File: config.mk
export PLATFORM = sky130hd
export DESIGN_NAME = seq_divider
export DESIGN_NICKNAME = d
export VERILOG_FILES = /design/src/rtl/seq_divider.sv
export SDC_FILE = /design/constraint.sdc
export NUM_CORES = 1
export LEC_CHECK = 0
export CORE_MARGIN = 3
export CORE_UTILIZATION = 50
export CTS_CLUSTER_SIZE = 14
export DETAILED_ROUTE_END_ITERATION = 10
export PLACE_DENSITY = 0.72
export SYNTH_ARGS = -nofsm -noshare
export SYNTH_HDL_FRONTEND = slang
export SYNTH_SLANG_ARGS = --single-unit
File: constraint.sdc
create_clock -name clk -period 5 [get_ports clk]
set_clock_uncertainty 0.1 [all_clocks]
set_input_delay 0.5 -clock clk [delete_from_list [all_inputs] [get_ports clk]]
set_output_delay 0.5 -clock clk [all_outputs]
set_load 0.02 [all_outputs]
File: src/rtl/seq_divider.sv
// seq_divider: multi-cycle radix-2 restoring integer divider with a start/done
// handshake, signed or unsigned operands, and divide-by-zero / overflow flags.
module seq_divider #(
  parameter int WIDTH = 8,
  parameter int CNT_W = $clog2(WIDTH+1)
) (
  input  logic             clk,
  input  logic             rst,
  input  logic             start,
  input  logic             signed_mode,
  input  logic [WIDTH-1:0] A,
  input  logic [WIDTH-1:0] B,
  output logic             busy,
  output logic             done,
  output logic [WIDTH-1:0] Q,
  output logic [WIDTH-1:0] R,
  output logic             div_by_zero,
  output logic             overflow
);

  typedef enum logic [1:0] {S_IDLE, S_RUN, S_FINISH} state_t;

  state_t           r_state;
  state_t           w_next;
  logic [CNT_W-1:0] r_cnt;
  logic [WIDTH-1:0] r_rem;
  logic [WIDTH-1:0] r_quo;
  logic [WIDTH-1:0] r_dvsr;
  logic [WIDTH-1:0] r_a;
  logic             r_neg_q;
  logic             r_neg_r;
  logic             r_dbz;
  logic             r_ovf;

  logic             w_a_neg;
  logic             w_b_neg;
  logic [WIDTH-1:0] w_a_mag;
  logic [WIDTH-1:0] w_b_mag;
  logic [WIDTH:0]   w_shift;
  logic             w_fits;
  logic [WIDTH-1:0] w_trial;
  logic             w_b_zero;
  logic             w_ovf_case;

  // Two's-complement negate.
  function automatic logic [WIDTH-1:0] f_neg(input logic [WIDTH-1:0] v);
    return ~v + WIDTH'(1);
  endfunction

  // Conditional negate: magnitude on the way in, sign correction on the way out.
  function automatic logic [WIDTH-1:0] f_cond_neg(input logic [WIDTH-1:0] v,
                                                  input logic neg);
    return neg ? f_neg(v) : v;
  endfunction

  assign w_a_neg    = signed_mode & A[WIDTH-1];
  assign w_b_neg    = signed_mode & B[WIDTH-1];
  assign w_a_mag    = f_cond_neg(A, w_a_neg);
  assign w_b_mag    = f_cond_neg(B, w_b_neg);
  assign w_b_zero   = (B == '0);
  assign w_ovf_case = signed_mode && (A == {1'b1, {(WIDTH-1){1'b0}}}) && (B == '1);

  // Partial remainder shifted left with the next dividend bit; the trial is a
  // WIDTH+1-bit compare against the divisor magnitude, and when it fits the
  // difference is always below the divisor so WIDTH bits hold it.
  assign w_shift = {r_rem, r_quo[WIDTH-1]};
  assign w_fits  = (w_shift >= {1'b0, r_dvsr});
  assign w_trial = w_shift[WIDTH-1:0] - r_dvsr;

  // State register.
  always_ff @(posedge clk) begin
    if (rst) r_state <= S_IDLE;
    else     r_state <= w_next;
  end

  // Next-state logic. Divide-by-zero takes a single idle pass through RUN
  // (counter preset to 1, datapath frozen) so its done lands two edges after accept.
  always_comb begin
    w_next = r_state;
    case (r_state)
      S_IDLE:   if (start) w_next = S_RUN;
      S_RUN:    if (r_cnt == CNT_W'(1)) w_next = S_FINISH;
      S_FINISH: w_next = S_IDLE;
      default:  w_next = S_IDLE;
    endcase
  end

  // Operand capture, iteration, and result/flag registration.
  always_ff @(posedge clk) begin
    if (rst) begin
      r_cnt       <= '0;
      busy        <= 1'b0;
      done        <= 1'b0;
      Q           <= '0;
      R           <= '0;
      div_by_zero <= 1'b0;
      overflow    <= 1'b0;
    end else begin
      done <= 1'b0;
      case (r_state)
        S_IDLE: begin
          if (start) begin
            r_quo       <= w_a_mag;
            r_rem       <= '0;
            r_dvsr      <= w_b_mag;
            r_a         <= A;
            r_neg_q     <= w_a_neg ^ w_b_neg;
            r_neg_r     <= w_a_neg;
            r_dbz       <= w_b_zero;
            r_ovf       <= w_ovf_case;
            r_cnt       <= w_b_zero ? CNT_W'(1) : CNT_W'(WIDTH);
            busy        <= 1'b1;
            div_by_zero <= 1'b0;
            overflow    <= 1'b0;
          end
        end
        S_RUN: begin
          r_cnt <= r_cnt - CNT_W'(1);
          if (!r_dbz) begin
            r_rem <= w_fits ? w_trial : w_shift[WIDTH-1:0];
            r_quo <= {r_quo[WIDTH-2:0], w_fits};
          end
        end
        S_FINISH: begin
          if (r_dbz) begin
            Q <= '1;
            R <= r_a;
          end else begin
            Q <= f_cond_neg(r_quo, r_neg_q);
            R <= f_cond_neg(r_rem, r_neg_r);
          end
          div_by_zero <= r_dbz;
          overflow    <= r_ovf;
          done        <= 1'b1;
          busy        <= 1'b0;
        end
        default: ;
      endcase
    end
  end

endmodule

# --- After elaboration in Yosys (flattened, before gate mapping) ---
# Cells that the tools add are included.
# W data, S select, Z words.
word_totals:
  wordCells: 75
  reg_bits: 62
  in_bits: 20
classes:
  n_mux: 25
  order_cmp: 1
  bitwise: 8
  reduce_logical: 11
  add_sub_neg: 6
  n_eq_ne: 8
ops:
  columns: ["op", "n"]
  rows:
  - ["$mux W8", 11]
  - ["$add A8 B1 Y8 const B", 4]
  - ["$not A8 Y8", 4]
  - ["$pmux W8 S2", 2]
  - ["$eq A8 B8 Y1 const B", 2]
  - ["$ge A9 B8 Y1", 1]
  - ["$logic_not A8 Y1", 1]
  - ["$mux W4", 2]
  - ["$pmux W4 S2", 1]
  - ["$sub A8 B8 Y8", 1]
  - ["$ne A2 B2 Y1 const B", 3]
  - ["$pmux W1 S2", 3]
  - ["$reduce_and A2 Y1", 3]
  - ["$eq A4 B1 Y1 const B", 1]
  - ["$mux W2", 2]
  - ["$pmux W2 S2", 1]
  - ["$reduce_and A4 Y1", 1]
  - ["$reduce_bool A2 Y1", 2]
  - ["$sub A4 B1 Y4 const B", 1]
  - ["$mux W1", 3]
  - ["$reduce_and A3 Y1", 1]
  - ["$and A1 B1 Y1", 2]
  - ["$eq A2 B1 Y1 const B", 1]
  - ["$eq A2 B2 Y1 const B", 1]
  - ["other kinds (4)", 5]

# --- Logic depth before layout (Yosys ltp) ---
# Gate-level depths: netlist of the first run.
logic_depth:
  ltp_word: 5
  depth_mapped: 8
  ltp_nobuf: 8

# --- Worst setup path after synthesis of the first run ---
# Ideal clock, no wire load.
synth_timing:
  path_kind: "reg2reg"
  start: "register r_dbz"
  end: "register r_quo[0], enable pin"
  stages_incl_launch_ff: 5
  path_buffers: 1
  setup_ns: 0.409
  slack_ns: 2.469
  t_required_ns: 4.491
  arrival_time_ns: 2.022
  synth_period_minus_slack_ns: 2.531
  path_cell_list: "edfxtp_1 inv_1 clkbuf_1 mux2i_1 nor3_1"
synth_via:
  elab_chain_cells: 2
synth_rtl:
  columns: ["element", "line_no", "source"]
  rows:
  - ["start: declaration", "32", "logic r_dbz;"]
  - ["start signal: assignment", "109", "r_dbz <= w_b_zero;"]
  - ["$ne A2 B2 Y1 (no line)", null, null]
  - ["$reduce_and A4 Y1 (no line)", null, null]
  - ["end signal: assignment", "103", "r_quo <= w_a_mag;"]
  - ["end signal: assignment", "121", "r_quo <= {r_quo[WIDTH-2:0], w_fits};"]
  - ["end: declaration", "27", "logic [WIDTH-1:0] r_quo;"]
# Every way passes these cells.
# A chain may end at the register's enable or synchronous reset.

# --- Worst setup path after layout of the first run ---
layout_timing:
  start: "register r_rem[5]"
  end: "register r_rem[1] (data pin)"
layout_via:
  elab_chain_cells: 4
layout_rtl:
  columns: ["element", "line_no", "source"]
  rows:
  - ["start: declaration", "26", "logic [WIDTH-1:0] r_rem;"]
  - ["start signal: assignment", "120", "r_rem <= w_fits ? w_trial : w_shift[WIDTH-1:0];"]
  - ["$ge A9 B8 Y1", "67", "assign w_fits = (w_shift >= {1'b0, r_dvsr});"]
  - ["$mux W8", "120", null]
  - ["$mux W8", "119", "if (!r_dbz) begin"]
  - ["$pmux W8 S2", "100", "case (r_state)"]
# Every way passes these cells. The select of a mux whose other input is x is not followed.

==> results of run 1 <==
-- routing by layer --
metal | wire length, um | track usage, % | vias up
met5 | 0 | 0 | -
met4 | 86 | 5.28 | 0
met3 | 239 | 5.20 | 8
met2 | 3250 | 30.9 | 40
met1 | 3520 | 26.1 | 1237
li1 | - | - | 1396
-- worst paths after layout --
path	start	end	slack, ps	cells after the start
max	r_rem[5]	r_rem[1]	2730	5
min	R[4]	R[4]	360	2
max reg2reg	r_rem[5]	r_rem[1]	2730	5
min reg2reg	R[4]	R[4]	360	2
-- placed cells by master, fill, tap and decap left out, types with 12 or more instances in the layout --
master           count
clkdlybuf4s50_1     39
edfxtp_1            36
nand2_1             29
a21oi_1             27
dfxtp_1             26
o21ai_0             25
inv_1               24
nor2_1              22
ha_1                15
xor2_1              13
nand3_1             12
xnor2_1             12
-- layout make-up --
cell class	instances	area, um2	area share [%]
clock buffer	10	128	3.04
clock inverter	6	86.3	2.06
inverter	24	90.1	2.15
multi-input combinational	259	1750	41.8
sequential	62	1600	38.2
tap	93	116	2.77
timing repair buffer	43	420	10.0
-- registers in the layout, indices dropped and copies added (netlist names) --
| signal | cells |
|---|---|
| Q | 8 |
| R | 8 |
| r_a | 8 |
| r_dvsr | 8 |
| r_quo | 8 |
| r_rem | 8 |
| r_cnt | 4 |
| r_state | 2 |
| busy | 1 |
| div_by_zero | 1 |
| done | 1 |
| overflow | 1 |
| r_dbz | 1 |
| r_neg_q | 1 |
| r_neg_r | 1 |
| r_ovf | 1 |
-- cells by family after synthesis --
group                    Yosys count
flip-flops                        62
multiplexers                       5
buffers and inverters             38
AO/OA/AOI/OAI                    100
XOR/XNOR                          25
adder cells (fa/ha/maj)           16
AND/OR/NAND/NOR                  113
-- power by group through the flow --
stage / clock [mW] / sequential, mW / combinational [mW]
after floorplan: 0 / 0.602 / 0.150
after global placement: 0 / 0.607 / 0.207
after detailed placement: 0 / 0.608 / 0.211
after CTS: 0.478 / 0.597 / 0.212
after global routing: 0.496 / 0.601 / 0.241
final: 0.471 / 0.597 / 0.211
-- per-stage QoR --
stage          instances  util (%)  setup WS (ps)  power [mW]  instance area, um2
2_1_floorplan        359         -           2470       0.752                3500
3_3_place_gp         481      60.6           2490       0.814                3980
3_5_place_dp         481      60.6           2440       0.819                3980
4_1_cts              497      63.9           2730        1.29                4200
5_1_grt              497      63.9           2510        1.34                4200
6_report             497      63.9           2730        1.28                4200
-- synth_stat cells (2+ instances only) --
library cell,instances,share of area (%)
nor3_1,11,1.6
a211oi_1,3,0.64
inv_1,24,2.6
mux2i_1,4,1.1
and3_1,3,0.54
o41ai_1,2,0.50
dfxtp_1,26,15
a31oi_1,4,0.71
a311oi_1,5,1.3
buf_2,7,1.0
nor2b_1,10,1.8
nand2_1,29,3.1
xnor2_1,12,3.0
o21a_1,2,0.43
o31ai_1,3,0.64
nand3_1,12,1.7
or3_1,4,0.71
nor3_2,2,0.57
xor2_1,13,3.3
nor2_1,22,2.4
nand2b_1,10,1.8
a21oi_1,27,3.9
o211ai_1,7,1.5
edfxtp_1,36,31
o21ai_0,25,3.6
and2_1,3,0.54
ha_1,15,5.4
clkbuf_1,7,0.75
o31ai_4,2,1.2
-- worst max-delay path: stages, from the launching register on --
cell      delay [ps]
edfxtp_1         440
ha_1             400
a21o_1           250
a211oi_2         450
nand2_1          140
a211oi_1         300
==> summary.json, run 1 <==
{
  "status": "completed",
  "synth_simple_gate_area_share_pct": 16.2,
  "nFillCells": 569,
  "fp.dieArea_mm2": 0.00804,
  "leakage_nw": 1.53,
  "hold_slack_ps": 359,
  "asyncSetResetFlopFracSynth_pct": 0,
  "cts.htree.levels": 3,
  "yosys_most_used_dff": "edfxtp_1",
  "avgSynthCellArea_um2": 9.76,
  "crit_required_ps": 5050,
  "cts-resized-gates": 0,
  "numPortBuffers": 39,
  "share_seq_of_total_power_pct": 46.7,
  "report.final.hold_viol_count": 0,
  "synthesis_stage_register_bit_count": 62,
  "area_growth_syn_to_layout_pct": 19.8,
  "worstPathMaxFanout": 7,
  "number_of_drc_violations_after_detailed_routing_iteration_0": 121,
  "gpl.final_weighted_congestion": 0.831,
  "synth_compound_area_share_pct": 20.1,
  "drive_above_1_share_pct": 7.92,
  "first_global_vias": 2474,
  "die-width_um": 89.7,
  "grt.total_usage_pct": 19.4,
  "initial_core_utilization_pct": 53.3,
  "ioPinCount": 40,
  "n_diodes": 0,
  "max-vdd-ir-drop_uv": 176,
  "power_report.internal_total_mw": 0.945,
  "setup_repair_after_global_routing_missed_its_margin": "false",
  "grt_antenna_before_repair": 0,
  "cts_buffer_depth": 2,
  "placeableCoreArea_mm2": 0.00657,
  "globalRouteOverflowTotal": 0,
  "timing.fmax_mhz": 440,
  "number_of_synthesized_flops_with_an_enable_pin": 36,
  "period_minus_slack_ps": 2270,
  "worst_hold_path_type": "reg -> reg",
  "route.detailed.drc": 0,
  "tightest_slew_ps": 807,
  "via_count": 2681,
  "postRouteWirelength_um": 7090,
  "placementRows": 29,
  "clk_latency_ps": 340,
  "cts_made_buffers": 9,
  "yosys-mux-area-fraction_pct": 1.46,
  "root_buf_cell": "clkbuf_8",
  "yosysSeqAreaShare_pct": 45.7,
  "number_of_nets_still_failing_antenna_checks_after_routing": 0,
  "max_cap_violations": 0,
  "combPwrFrac_pct": 16.5,
  "net-switching-power_mw": 0.334,
  "netlist_instances": 359,
  "route.detailed.wl_per_inst_um": 14.3,
  "setup_viol": 0,
  "synthAdderAreaFrac_pct": 5.93,
  "grt_max_degree": 28,
  "dr.pass1.iters": 4,
  "ys.warnings.count": 0,
  "chipHeight_um": 89.7,
  "dp_hpwl_um": 5490,
  "synth-xor-area-share_pct": 6.25,
  "timing.slew.headroom_pct": 46.1,
  "kind_of_critical_path": "reg -> reg",
  "setup.worst_path.start_class": "flop",
  "holdBufCountCts": 0,
  "path_clk_slew_ps": 70,
  "global_route_wire_length_before_repair_um": 11800,
  "final_min_period_over_clock_period_pct": 45.4,
  "tritoncts": "built",
  "syn_area_mm2": 0.00350,
  "tritoncts_num_sinks": 62,
  "p_per_area_mw_per_mm2": 305,
  "critPathCaptureType": "flop",
  "synth_fp_nets": 395,
  "worst_ep_arrival_time_ps": 2320,
  "maxSlewViolCount": 0,
  "post-cts-setup-buffers": 0,
  "avgViaCountPerCell": 5.39,
  "setup_total_negative_slack_ps": 0,
  "clockPowerShare_pct": 36.9,
  "synth_cell_types": 58,
  "sw_frac_of_total_pct": 26.1,
  "layout.nets": 435,
  "synth_top_family_by_area": "compound AO/OA/AOI/OAI gates"
}
No activity file was read; power rests on OpenSTA's default activity.
==> run 2: changes to the inputs <==
PLACE_DENSITY = 0.75   (was 0.72)
clock period = 1.8 ns   (was 5 ns; I/O delays follow)
==> run 2 against run 1 <==
Net effect:
- the run now ends with setup timing left
- register-to-register slack worse by 3100 ps
- fmax increased by 6.3%
- combinational power grew to 4.3 times the previous value
- highest routed layer unchanged
- worst hold slack lost 5.6 ps
- clock power rose to 2.5 times the previous value
- power increased to 2.9 times the previous value
- utilization increased by 12 points
- critical path depth increased by 3
- critical endpoint is now r_rem[7]
- global-route usage up 5.6 points
- first-iteration DRC count is 130% higher
- via count is 19% higher
- sequential share of layout area fell by 5.9 points
==> summary.json, run 2 (same netlist as run 1, synthesis figures left out) <==
{
  "tightest_slew": {"value": 563, "unit": "ps", "change": "-243 ps"},
  "placementRows": {"value": 29, "change": "unchanged"},
  "global_route_wire_length_before_repair": {"value": 15000, "unit": "um", "change": "+27%"},
  "final_min_period_over_clock_period": {"value": 119, "unit": "%", "change": "+73 points"},
  "numPortBuffers": {"value": 39, "change": "unchanged"},
  "setup_repair_after_global_routing_missed_its_margin": "true",
  "leading_cell_types_in_the_layout_fill_and_taps_excluded": "buf_4, clkdlybuf4s50_1, edfxtp_1",
  "holdBufCountCts": {"value": 0, "change": "unchanged"},
  "highest_layer": "met4",
  "clockPowerShare": {"value": 31.6, "unit": "%", "change": "-5.3 points"},
  "avgViaCountPerCell": {"value": 5.70, "change": "+5.7%"},
  "fp.dieArea": {"value": 0.00804, "unit": "mm2", "change": "unchanged"},
  "met3_length": {"value": 572, "unit": "um", "change": "+140%"},
  "dp_hpwl": {"value": 6130, "unit": "um", "change": "+12%"},
  "layout.nets": {"value": 496, "change": "+14%"},
  "post-place-ws": {"value": -289, "unit": "ps", "change": "-2730 ps"},
  "via_count": {"value": 3183, "change": "+19%"},
  "drive_above_1_share": {"value": 28.6, "unit": "%", "change": "+21 points"},
  "number_of_nets_still_failing_antenna_checks_after_routing": {"value": 0, "change": "unchanged"},
  "p_per_area": {"value": 752, "unit": "mW/mm2", "change": "+150%"},
  "failed_checks": "setup timing",
  "grt_antenna_before_repair": {"value": 0, "change": "unchanged"},
  "report.final.hold_viol_count": {"value": 0, "change": "unchanged"},
  "globalRouteOverflowTotal": {"value": 0, "change": "unchanged"},
  "worst_ep_arrival_time": {"value": 2110, "unit": "ps", "change": "-210 ps"},
  "timing.slew.headroom": {"value": 62.4, "unit": "%", "change": "+16 points"},
  "final_critical_path_setup_slack": {"value": -337, "unit": "ps", "change": "-3070 ps"},
  "period_minus_slack": {"value": 2140, "unit": "ps", "change": "-134 ps"},
  "tritoncts_num_sinks": {"value": 62, "change": "unchanged"},
  "route.detailed.drc": {"value": 0, "change": "unchanged"},
  "cts.htree.levels": {"value": 3, "change": "unchanged"},
  "setup.worst_path.start_class": "flop",
  "net-switching-power": {"value": 1.09, "unit": "mW", "change": "+230%"},
  "dp_cells": {"value": 534, "change": "+11%"},
  "first_global_vias": {"value": 3081, "change": "+25%"},
  "leakage": {"value": 1.87, "unit": "nW", "change": "+22%"},
  "report.power.total": {"value": 3.74, "unit": "mW", "change": "+190%"},
  "ioPinCount": {"value": 40, "change": "unchanged"},
  "maxSlewViolCount": {"value": 0, "change": "unchanged"},
  "grt.total_usage": {"value": 24.9, "unit": "%", "change": "+5.6 points"},
  "combPwrFrac": {"value": 24.3, "unit": "%", "change": "+7.8 points"},
  "critPathCaptureType": "flop",
  "path_clk_slew": {"value": 70, "unit": "ps", "change": "about the same"},
  "layout_commonest_cell": "buf_4",
  "placeableCoreArea": {"value": 0.00657, "unit": "mm2", "change": "unchanged"},
  "root_buf_cell": "clkbuf_8",
  "cts_buffer_depth": {"value": 2, "change": "unchanged"},
  "sw_frac_of_total": {"value": 29.1, "unit": "%", "change": "+3.0 points"},
  "setup_viol": {"value": 11, "change": "+11"},
  "route.layer.met1.wl": {"value": 3960, "unit": "um", "change": "+13%"},
  "grt_max_degree": {"value": 21, "change": "-25%"},
  "route.detailed.wl_per_inst": {"value": 16.9, "unit": "um", "change": "+19%"},
  "cts_made_buffers": {"value": 9, "change": "unchanged"},
  "status": "finished with violations",
  "max_cap_violations": {"value": 0, "change": "unchanged"},
  "area_growth_syn_to_layout_pct": 41.8,
  "initial_core_utilization": {"value": 53.3, "unit": "%", "change": "unchanged"},
  "dr.pass1.iters": {"value": 6, "change": "+2"},
  "chipHeight": {"value": 89.7, "unit": "um", "change": "unchanged"},
  "postRouteWirelength": {"value": 9450, "unit": "um", "change": "+33%"},
  "n_diodes": {"value": 0, "change": "unchanged"},
  "max-vdd-ir-drop": {"value": 455, "unit": "uV", "change": "+160%"},
  "crit_required": {"value": 1770, "unit": "ps", "change": "-3280 ps"},
  "tritoncts": "built",
  "number_of_drc_violations_after_detailed_routing_iteration_0": {"value": 274, "change": "+130%"},
  "stdcell_count": {"value": 558, "change": "+12%"},
  "setup_total_negative_slack": {"value": -2630, "unit": "ps", "change": "-2630 ps"},
  "routed-wl-met2": {"value": 4540, "unit": "um", "change": "+40%"},
  "power_report.internal_total": {"value": 2.65, "unit": "mW", "change": "+180%"},
  "kind_of_critical_path": "reg -> reg",
  "gpl.final_weighted_congestion": {"value": 0.870, "change": "+4.6%"},
  "timing.fmax": {"value": 468, "unit": "MHz", "change": "+6.3%"},
  "worst_hold_path_type": "reg -> reg",
  "clk_latency": {"value": 350, "unit": "ps", "change": "about the same"},
  "hold_slack": {"value": 353, "unit": "ps", "change": "-5.61 ps"},
  "share_seq_of_total_power": {"value": 44.1, "unit": "%", "change": "-2.6 points"},
  "die-width": {"value": 89.7, "unit": "um", "change": "unchanged"},
  "worstPathMaxFanout": {"value": 5, "change": "-2"}
}
run 2: worst paths after layout:
check	startpoint	endpoint	slack [ps]	cells past startpoint
worst max-delay path	r_rem[0]	r_rem[7]	-340	8
worst min-delay path	busy	busy	350	2
worst max register to register	r_rem[0]	r_rem[7]	-340	8
worst min register to register	busy	busy	350	2
run 2: final cells by class:
type	instances	area (um2)
tap	93	116
clock buffer	13	170
multi-input combinational	260	2050
sequential	62	1600
inverter	24	90.1
fill	451	1600
clock inverter	3	18.8
timing repair buffer	103	920
run 2: what timing repair did:
action,4_1_cts,5_1_grt
buffers inserted,6,4
gates resized for setup,35,18
pin swaps,23,15
cloned,1,0
setup endpoints to repair,11,14
run 2: critical path: stages, from the launching register on:
cell and delay (ps):
edfxtp_1 410, buf_4 160, ha_4 260, nor2b_4 170, o31ai_4 70, buf_12 140
a31oi_4 280, o32a_1 230, nor3_2 40
run 2: power groups by stage:
stage          Combinational [mW]  Sequential (mW)  Clock [mW]
2_1_floorplan               0.437             1.67           0
3_3_place_gp                0.722             1.67           0
3_5_place_dp                0.741             1.67           0
4_1_cts                     0.834             1.64        1.18
5_1_grt                     0.992             1.66        1.23
6_report                    0.909             1.65        1.18
run 2: routing by layer:
metal  vias up  global-route usage [%]
li1       1512                       -
met5         -                       0
met1      1497                    31.9
met2       139                    40.4
met4         0                    11.6
met3        35                    5.02
run 2: through the flow:
stage	cell area [um2]	utilization (%)
after detailed placement	4440	67.7
final	4970	75.6
after CTS	4860	74.0
after global placement	4440	67.7
after global routing	4970	75.6
after floorplan	3560	-
==> run 3: changes to the inputs <==
GPL_ROUTABILITY_DRIVEN = 0   (was default)
==> results of run 3 <==
The final DEF is identical to that of run 2; final timing and power are the same.
